## config.mk

```make
export PLATFORM = sky130hd
export DESIGN_NAME = ascon_perm_engine
export DESIGN_NICKNAME = d
export VERILOG_FILES = /design/src/rtl/ascon_pack.sv /design/src/rtl/ascon_ps.sv /design/src/rtl/ascon_round.sv /design/src/rtl/ascon_perm_engine.sv
export SDC_FILE = /design/constraint.sdc
export NUM_CORES = 2
export LEC_CHECK = 0
export BUFFER_PORTS_ARGS = -buffer_cell sky130_fd_sc_hd__clkbuf_2
export CAP_MARGIN = 30
export CORE_MARGIN = 2
export CORE_UTILIZATION = 50
export CTS_CLUSTER_SIZE = 10
export DETAILED_ROUTE_END_ITERATION = 8
export GPL_TIMING_DRIVEN = 0
export PLACE_DENSITY_LB_ADDON = 0.05
export RECOVER_POWER = 50
export SLEW_MARGIN = 0
export SYNTH_ARGS = -nofsm -noshare
export SYNTH_HDL_FRONTEND = slang
export SYNTH_HIERARCHICAL = 1
export SYNTH_SLANG_ARGS = --single-unit
```

## constraint.sdc

```tcl
create_clock -name clock_i -period 3 [get_ports clock_i]
set_clock_uncertainty 0.1 [all_clocks]
set_input_delay 0.45 -clock clock_i [delete_from_list [all_inputs] [get_ports clock_i]]
set_output_delay 0.45 -clock clock_i [all_outputs]
set_load 0.05 [all_outputs]
```

## src/rtl/ascon_pack.sv

```systemverilog
// Shared types and constants for the ASCON permutation engine: state layout,
// round constants, FSM encoding and linear-layer rotation amounts.
package ascon_pack;

  localparam int MAX_ROUNDS = 12;

  typedef struct packed {
    logic [63:0] x0;
    logic [63:0] x1;
    logic [63:0] x2;
    logic [63:0] x3;
    logic [63:0] x4;
  } type_state;

  localparam logic [7:0] ROUND_CONST [0:11] = '{
    8'hf0, 8'he1, 8'hd2, 8'hc3, 8'hb4, 8'ha5,
    8'h96, 8'h87, 8'h78, 8'h69, 8'h5a, 8'h4b
  };

  typedef enum logic [1:0] {
    PERM_IDLE = 2'd0,
    PERM_RUN  = 2'd1,
    PERM_DONE = 2'd2
  } type_perm_fsm;

  // Pl rotation pairs, indexed by word x0..x4.
  localparam int ROT_A [0:4] = '{19, 61, 1, 10, 7};
  localparam int ROT_B [0:4] = '{28, 39, 6, 17, 41};

  function automatic logic [63:0] rotr64(input logic [63:0] x, input int n);
    rotr64 = (x >> n) | (x << (64 - n));
  endfunction

endpackage

```

## src/rtl/ascon_ps.sv

```systemverilog
// ASCON substitution layer: the 5-bit S-box applied bitsliced across all 64 columns.
module ascon_ps
  import ascon_pack::*;
(
  input  type_state s_i,
  output type_state s_o
);

  logic [63:0] a0, a1, a2, a3, a4;
  logic [63:0] t0, t1, t2, t3, t4;
  logic [63:0] b0, b1, b2, b3, b4;

  assign a0 = s_i.x0 ^ s_i.x4;
  assign a1 = s_i.x1;
  assign a2 = s_i.x2 ^ s_i.x1;
  assign a3 = s_i.x3;
  assign a4 = s_i.x4 ^ s_i.x3;

  assign t0 = ~a0 & a1;
  assign t1 = ~a1 & a2;
  assign t2 = ~a2 & a3;
  assign t3 = ~a3 & a4;
  assign t4 = ~a4 & a0;

  assign b0 = a0 ^ t1;
  assign b1 = a1 ^ t2;
  assign b2 = a2 ^ t3;
  assign b3 = a3 ^ t4;
  assign b4 = a4 ^ t0;

  assign s_o.x0 = b0 ^ b4;
  assign s_o.x1 = b1 ^ b0;
  assign s_o.x2 = ~b2;
  assign s_o.x3 = b3 ^ b2;
  assign s_o.x4 = b4;

endmodule

```

## src/rtl/ascon_round.sv

```systemverilog
// One full ASCON round, purely combinational: constant addition, S-box layer,
// then linear diffusion.
module ascon_round
  import ascon_pack::*;
(
  input  type_state   state_i,
  input  logic [7:0]  rc_i,
  output type_state   state_o
);

  type_state pc_out;
  type_state ps_out;

  always_comb begin
    pc_out    = state_i;
    pc_out.x2 = state_i.x2 ^ {56'd0, rc_i};
  end

  ascon_ps u_ps (
    .s_i (pc_out),
    .s_o (ps_out)
  );

  assign state_o.x0 = ps_out.x0 ^ rotr64(ps_out.x0, ROT_A[0]) ^ rotr64(ps_out.x0, ROT_B[0]);
  assign state_o.x1 = ps_out.x1 ^ rotr64(ps_out.x1, ROT_A[1]) ^ rotr64(ps_out.x1, ROT_B[1]);
  assign state_o.x2 = ps_out.x2 ^ rotr64(ps_out.x2, ROT_A[2]) ^ rotr64(ps_out.x2, ROT_B[2]);
  assign state_o.x3 = ps_out.x3 ^ rotr64(ps_out.x3, ROT_A[3]) ^ rotr64(ps_out.x3, ROT_B[3]);
  assign state_o.x4 = ps_out.x4 ^ rotr64(ps_out.x4, ROT_A[4]) ^ rotr64(ps_out.x4, ROT_B[4]);

endmodule

```

## src/rtl/ascon_perm_engine.sv

```systemverilog
// Iterative ASCON permutation: one round per clock on a registered 320-bit
// state, running the last N round constants for N = 1..12.
module ascon_perm_engine
  import ascon_pack::*;
#(
  parameter int MAX_ROUNDS = 12
) (
  input  logic       clock_i,
  input  logic       reset_i,
  input  logic       start_i,
  input  logic [3:0] rounds_i,
  input  type_state  state_i,
  output logic       busy_o,
  output logic       done_o,
  output type_state  state_o
);

  // Handshake: start_i is accepted on any edge where the FSM is IDLE or DONE;
  // it is ignored during RUN. done_o is a one-cycle pulse, and state_o holds
  // the result from that cycle until the next accepted start.

  localparam logic [3:0] TOTAL    = 4'(MAX_ROUNDS);
  localparam logic [3:0] LAST_IDX = 4'(MAX_ROUNDS - 1);

  type_perm_fsm fsm, fsm_next;
  type_state    state_reg, state_next;
  type_state    round_in, round_out;
  logic [3:0]   cnt, cnt_next;
  logic [3:0]   base_reg, base_next;
  logic [3:0]   start_rounds, start_base;
  logic [3:0]   rc_idx;
  logic [7:0]   rc;

  assign start_rounds = (rounds_i == 4'd0 || rounds_i > TOTAL) ? TOTAL : rounds_i;
  assign start_base   = TOTAL - start_rounds;
  assign rc           = ROUND_CONST[rc_idx];

  ascon_round u_round (
    .state_i (round_in),
    .rc_i    (rc),
    .state_o (round_out)
  );

  always_ff @(posedge clock_i) begin
    if (reset_i) begin
      fsm       <= PERM_IDLE;
      state_reg <= '0;
      cnt       <= 4'd0;
      base_reg  <= 4'd0;
    end else begin
      fsm       <= fsm_next;
      state_reg <= state_next;
      cnt       <= cnt_next;
      base_reg  <= base_next;
    end
  end

  always_comb begin
    fsm_next   = fsm;
    state_next = state_reg;
    cnt_next   = cnt;
    base_next  = base_reg;
    round_in   = state_reg;
    rc_idx     = base_reg + cnt;
    case (fsm)
      PERM_IDLE, PERM_DONE: begin
        if (start_i) begin
          round_in   = state_i;
          rc_idx     = start_base;
          state_next = round_out;
          cnt_next   = 4'd1;
          base_next  = start_base;
          fsm_next   = (start_base == LAST_IDX) ? PERM_DONE : PERM_RUN;
        end else begin
          fsm_next = PERM_IDLE;
        end
      end
      PERM_RUN: begin
        state_next = round_out;
        cnt_next   = cnt + 4'd1;
        // This edge applies the last constant, so the result is complete.
        if (base_reg + cnt == LAST_IDX) fsm_next = PERM_DONE;
      end
      default: fsm_next = PERM_IDLE;
    endcase
  end

  assign busy_o  = (fsm == PERM_RUN);
  assign done_o  = (fsm == PERM_DONE);
  assign state_o = state_reg;

endmodule

```

### Word level (Yosys, flattened, before mapping)

Memories as Yosys holds them, arrays and structs flattened.
Index checks and enable logic that the tools add are counted.
W data, S select, Z words.

| storage, ports and cells | value |
|---|---|
| output and inout port bits | 322 |
| input port bits | 327 |
| ROM bits | 128 |
| logic and storage cells | 86 |
| memories kept | 1 |
| flip-flop bits (word level) | 330 |

Memories:

| name | depth | bits a word | read ports | clocked after Yosys merged registers in | wr ports | RTL line | RTL |
|---|---|---|---|---|---|---|---|
| (name not given) | 16 | 8 | 1 | 0 | 0 | ascon_perm_engine.sv:36 | `assign rc = ROUND_CONST[rc_idx];` |

| cells by class | value |
|---|---|
| reduce and logical (&&, ||, !) cells | 7 |
| multiplexer cells | 15 |
| eq/ne operators | 6 |
| $add $sub $neg | 3 |
| $lt $le $gt $ge | 2 |
| bitwise gates (word level) | 44 |

Operator list:

| kind | number |
|---|---|
| $xor A64 B64 Y64 | 21 |
| $mux W320 | 3 |
| $pmux W320 S2 | 1 |
| $not A64 Y64 | 6 |
| $and A64 B64 Y64 | 5 |
| $or A23 B64 Y64 | 1 |
| $or A25 B64 Y64 | 1 |
| $or A3 B64 Y64 | 1 |
| $or A36 B64 Y64 | 1 |
| $or A45 B64 Y64 | 1 |
| $or A47 B64 Y64 | 1 |
| $or A54 B64 Y64 | 1 |
| $or A57 B64 Y64 | 1 |
| $or A58 B64 Y64 | 1 |
| $or A63 B64 Y64 | 1 |
| $xor A64 B8 Y64 | 1 |
| $mux W4 | 4 |
| $mux W8 | 2 |
| $eq A4 B4 Y1 const B | 2 |
| $pmux W4 S2 | 1 |
| $mux W2 | 3 |
| $ge A5 B5 Y1 const B | 1 |
| $not A4 Y5 | 1 |
| $add A4 B1 Y4 const B | 1 |
| other kinds (14) | 15 |

### Depth between registers and ports, before layout

| logic depth | value |
|---|---|
| word-level depth | 21 |
| depth in mapped cells | 14 |
| depth with buffers taken out | 13 |

### By module

The synthesis kept the hierarchy.

Modules (own cells, without submodules):

| module | area an instance (um^2) | instances | cells each | sequential area each (um^2) |
|---|---|---|---|---|
| ascon_perm_engine | 15616.2 | 1 | 2513 | 6606.3 |
| ascon_ps | 8515.7 | 1 | 1130 | 0.0 |
| ascon_round | 7771.2 | 1 | 328 | 0.0 |

### Least setup slack after synthesis

OpenSTA, ideal clock, no wires.

| timing | value |
|---|---|
| path kind | register to register |
| start | reg cnt[2] |
| end | reg state_reg (netlist bit state_o[124]) |
| clock period less this slack | 3247 ps |
| data required time | 2768 ps |
| stages on the path, launching flop included | 13 |
| library setup time | 132 ps |
| data arrival time | 3014 ps |
| buffers on the path | 0 |
| setup slack | -247 ps |
| path through | dfxtp_1 ha_1 a21oi_1 a211oi_1 or3_4 a21o_1 xor2_1 ha_1 xor2_1 xnor2_1 xor3_1 nand2_1 a21oi_1 |

RTL lines:

| element | RTL line | RTL |
|---|---|---|
| start: declaration | ascon_perm_engine.sv:28 | `logic [3:0] cnt, cnt_next;` |
| start signal: assignment | ascon_perm_engine.sv:53 | `cnt <= cnt_next;` |
| end signal: assignment | ascon_perm_engine.sv:52 | `state_reg <= state_next;` |
| end: declaration | ascon_perm_engine.sv:26 | `type_state state_reg, state_next;` |

==> impl_metrics.py <==
metrics = {
    "placement": {
        "dp_hpwl_mm": 133,
        "port_buffers": 647,
        "globalplace.congestion": 1.10,
    },
    "cts": {
        "insertion_delay_ns": 0.62,
        "h-tree-depth": 2,
        "hold_buffers": 0,
        "numClockSinks": 330,
        "cts-root-buf": "clkbuf_16",
        "cts.clk_slew.worst_paths_ns": 0.06,
        "cts_made_buffers": 42,
        "cts_tree": "yes",
        "clockBufferDepth": 3,
    },
    "sta": {
        "final_hold_viol_count": 0,
        "setup_slack_ns": -0.605,
        "rsz0062_at_grt": "yes",
        "finalSetupViolCount": 320,
        "tightestPinTransition_ns": 1.66,
        "post-route-period-util": 1.20,
        "fmax_ghz": 0.277,
        "maxSlewViolCount": 11,
        "period_minus_slack_ns": 3.61,
        "relSlewSlack": -0.106,
    },
    "status": {
        "failed_checks": "max-capacitance violations, max-slew violations, negative setup slack",
        "status": "finished, violations left",
    },
    "global_routing": {
        "antenna_found_initial": 20,
        "grt_max_degree": 11,
        "grt_pass1_vias": 34408,
        "gr-total-overflow": 0,
        "grt_first_pass_wirelength_mm": 245,
        "track_usage": 0.528,
    },
    "hold_path": {
        "hold_path.class": "in2reg",
    },
    "floorplanning": {
        "start_util": 0.506,
        "io_pins": 649,
        "core_sq_um": 63100,
        "die_height_um": 257,
        "fp.dieW_um": 257,
        "rows": 92,
        "die-area_sq_um": 65800,
    },
    "final_layout": {
        "area_growth_pct": 67.7,
        "num-nets-final": 5684,
        "layout.core_utilization": 0.848,
        "drive_gt1_frac": 0.458,
        "largest_register_ffs": 320,
    },
    "setup_path": {
        "end_kind": "flop",
        "worstPathArrival_ns": 3.95,
        "max_stage_delay_ns": 0.54,
        "startpoint_type": "flop",
        "path_class": "reg2reg",
        "required_ns": 3.34,
        "crit_family": "buffers and inverters",
        "critPathMaxFanout": 5,
        "slowest_stage": "xnor2_2",
        "path_buf_inv": 8,
        "cp_common_cell": "buf_12",
        "worstPathCellList": "nor2b_2 > buf_6 > buf_12 > buf_12 > buf_16 > buf_12 > buf_12 > clkbuf_16 > nand2_1 > nand2_2 > ha_4 > xor2_4 > xnor2_2 > buf_6 > xor3_1 > nand2_1 > a21oi_1",
    },
    "synth": {
        "syn-instance-count": 3971,
        "synth_top_family_by_area": "XOR/XNOR gates",
        "synthAdderAreaFrac": 0.0604,
        "synth_compound_area_frac": 0.0610,
        "yosysUniqueCellTypes": 43,
        "synth-simple-area-share": 0.220,
        "ys.flop_type": "dfxtp_1",
        "synth_area_per_cell_sq_um": 8.03,
        "ys_ff_latch": 330,
        "synth_nets": 4433,
        "syn_area_sq_um": 31900,
        "synthMuxAreaShare": 0.0204,
        "async_flop_share": 0,
        "synth_seq_area_share": 0.207,
        "synth_xor_xnor_area_share": 0.385,
        "ys_warn_count": 6,
        "synth_edf_count": 0,
    },
    "routing": {
        "wl_mm": 207,
        "avgRoutedWirePerCell_um": 33.9,
        "first_pass_iters": 9,
        "vias": 39269,
        "drt_iter0_markers": 6140,
        "vias_per_cell": 6.44,
        "drc": 0,
        "antenna_left": 0,
    },
    "job": {
        "maxCapViolCount": 1,
    },
}
## final timing paths
path,from,to,slack (ns),depth (start not counted)
worst max-delay path,fsm[0],state_o[107],-0.61,17
worst min-delay path,rounds_i[3],base_reg[3],0.12,3
worst max register to register,fsm[0],state_o[107],-0.61,17
worst min register to register,base_reg[3],base_reg[3],0.37,2
## cell families (layout without fill, tap and decap cells)
family | count (synthesis) | in the layout
AOI/OAI and AO/OA | 383 | 383
xor gates and xnor gates | 842 | 842
adders and majority gates | 158 | 158
buffers and inverters | 340 | 1614
DFF | 330 | 330
muxes | 65 | 65
other | 0 | 2
and+or+nand+nor | 1853 | 1853
## area by class of cell
class                   count  area [sq um]
fillers                  3242          9570
well taps                 846          1060
inverters                 159           652
repair buffers           1214          9510
plain buffers             174          1410
diodes                      2          5.00
clock inverters             6          61.3
clock buffers              61          1180
flip-flops and latches    330          6620
multi-input cells        3301         33000
## per-layer routing
layer  wire (um)  global-route usage  vias to the layer above
li1            -                   -                    14996
met4       27700               0.454                       23
met3       33100               0.149                     1731
met1       63200               0.631                    18279
met5         431                   0                        -
met2       82100               0.783                     4240
## cell usage after synthesis, types with 4 or more instances
library cell / number / area [sq um]
buf_2: 91 / 455
inv_1: 158 / 593
buf_1: 12 / 45.0
clkbuf_1: 55 / 206
xor3_4: 25 / 688
maj3_1: 23 / 230
a21oi_1: 370 / 1850
ha_1: 134 / 1680
xor2_1: 264 / 2310
buf_4: 23 / 173
mux2i_1: 65 / 651
nand2_1: 1780 / 6680
nor2_1: 49 / 184
dfxtp_1: 330 / 6610
a211oi_1: 4 / 30.0
xor3_1: 295 / 7010
xnor2_1: 258 / 2260
## layout by cell type, fill, tap and decap left out, types with 52 or more instances in the layout
cell,count
a21oi_1,346
buf_12,118
buf_4,371
buf_6,114
clkbuf_1,69
clkbuf_16,52
clkbuf_2,635
dfxtp_1,324
ha_4,108
inv_1,93
mux2i_1,54
nand2_1,1526
nand2_2,179
nand2_4,72
xnor2_2,135
xnor2_4,108
xor2_2,92
xor2_4,149
xor3_1,275
## tightest hold or removal path: stages
cell and delay (ns):
clkbuf_2 0.13, or4_1 0.14, a21oi_1 0.06
## timing repair
action / in CTS / in global routing
pin swaps: 321 / 341
gates resized for setup: 983 / 677
setup endpoints to repair: 320 / 320
cloned: 14 / 4
buffers inserted: 352 / 195
## per-stage QoR
stage	hold WS [ns]	std cells	setup TNS, ns	worst slack [ns]	area [sq um]
after floorplan	0.340	3971	-0.0435	-0.0370	32300
after global placement	0.348	5464	-607.25	-2.49	36600
after detailed placement	0.360	5483	-570.42	-2.25	36700
after CTS	0.142	5911	-21.13	-0.277	48300
after global routing	0.162	6092	-86.59	-0.620	53500
final	0.124	6093	-86.32	-0.605	53500
Power is not shown: default switching activity piles up to over one toggle a cycle in this logic, so the estimate is an artifact.
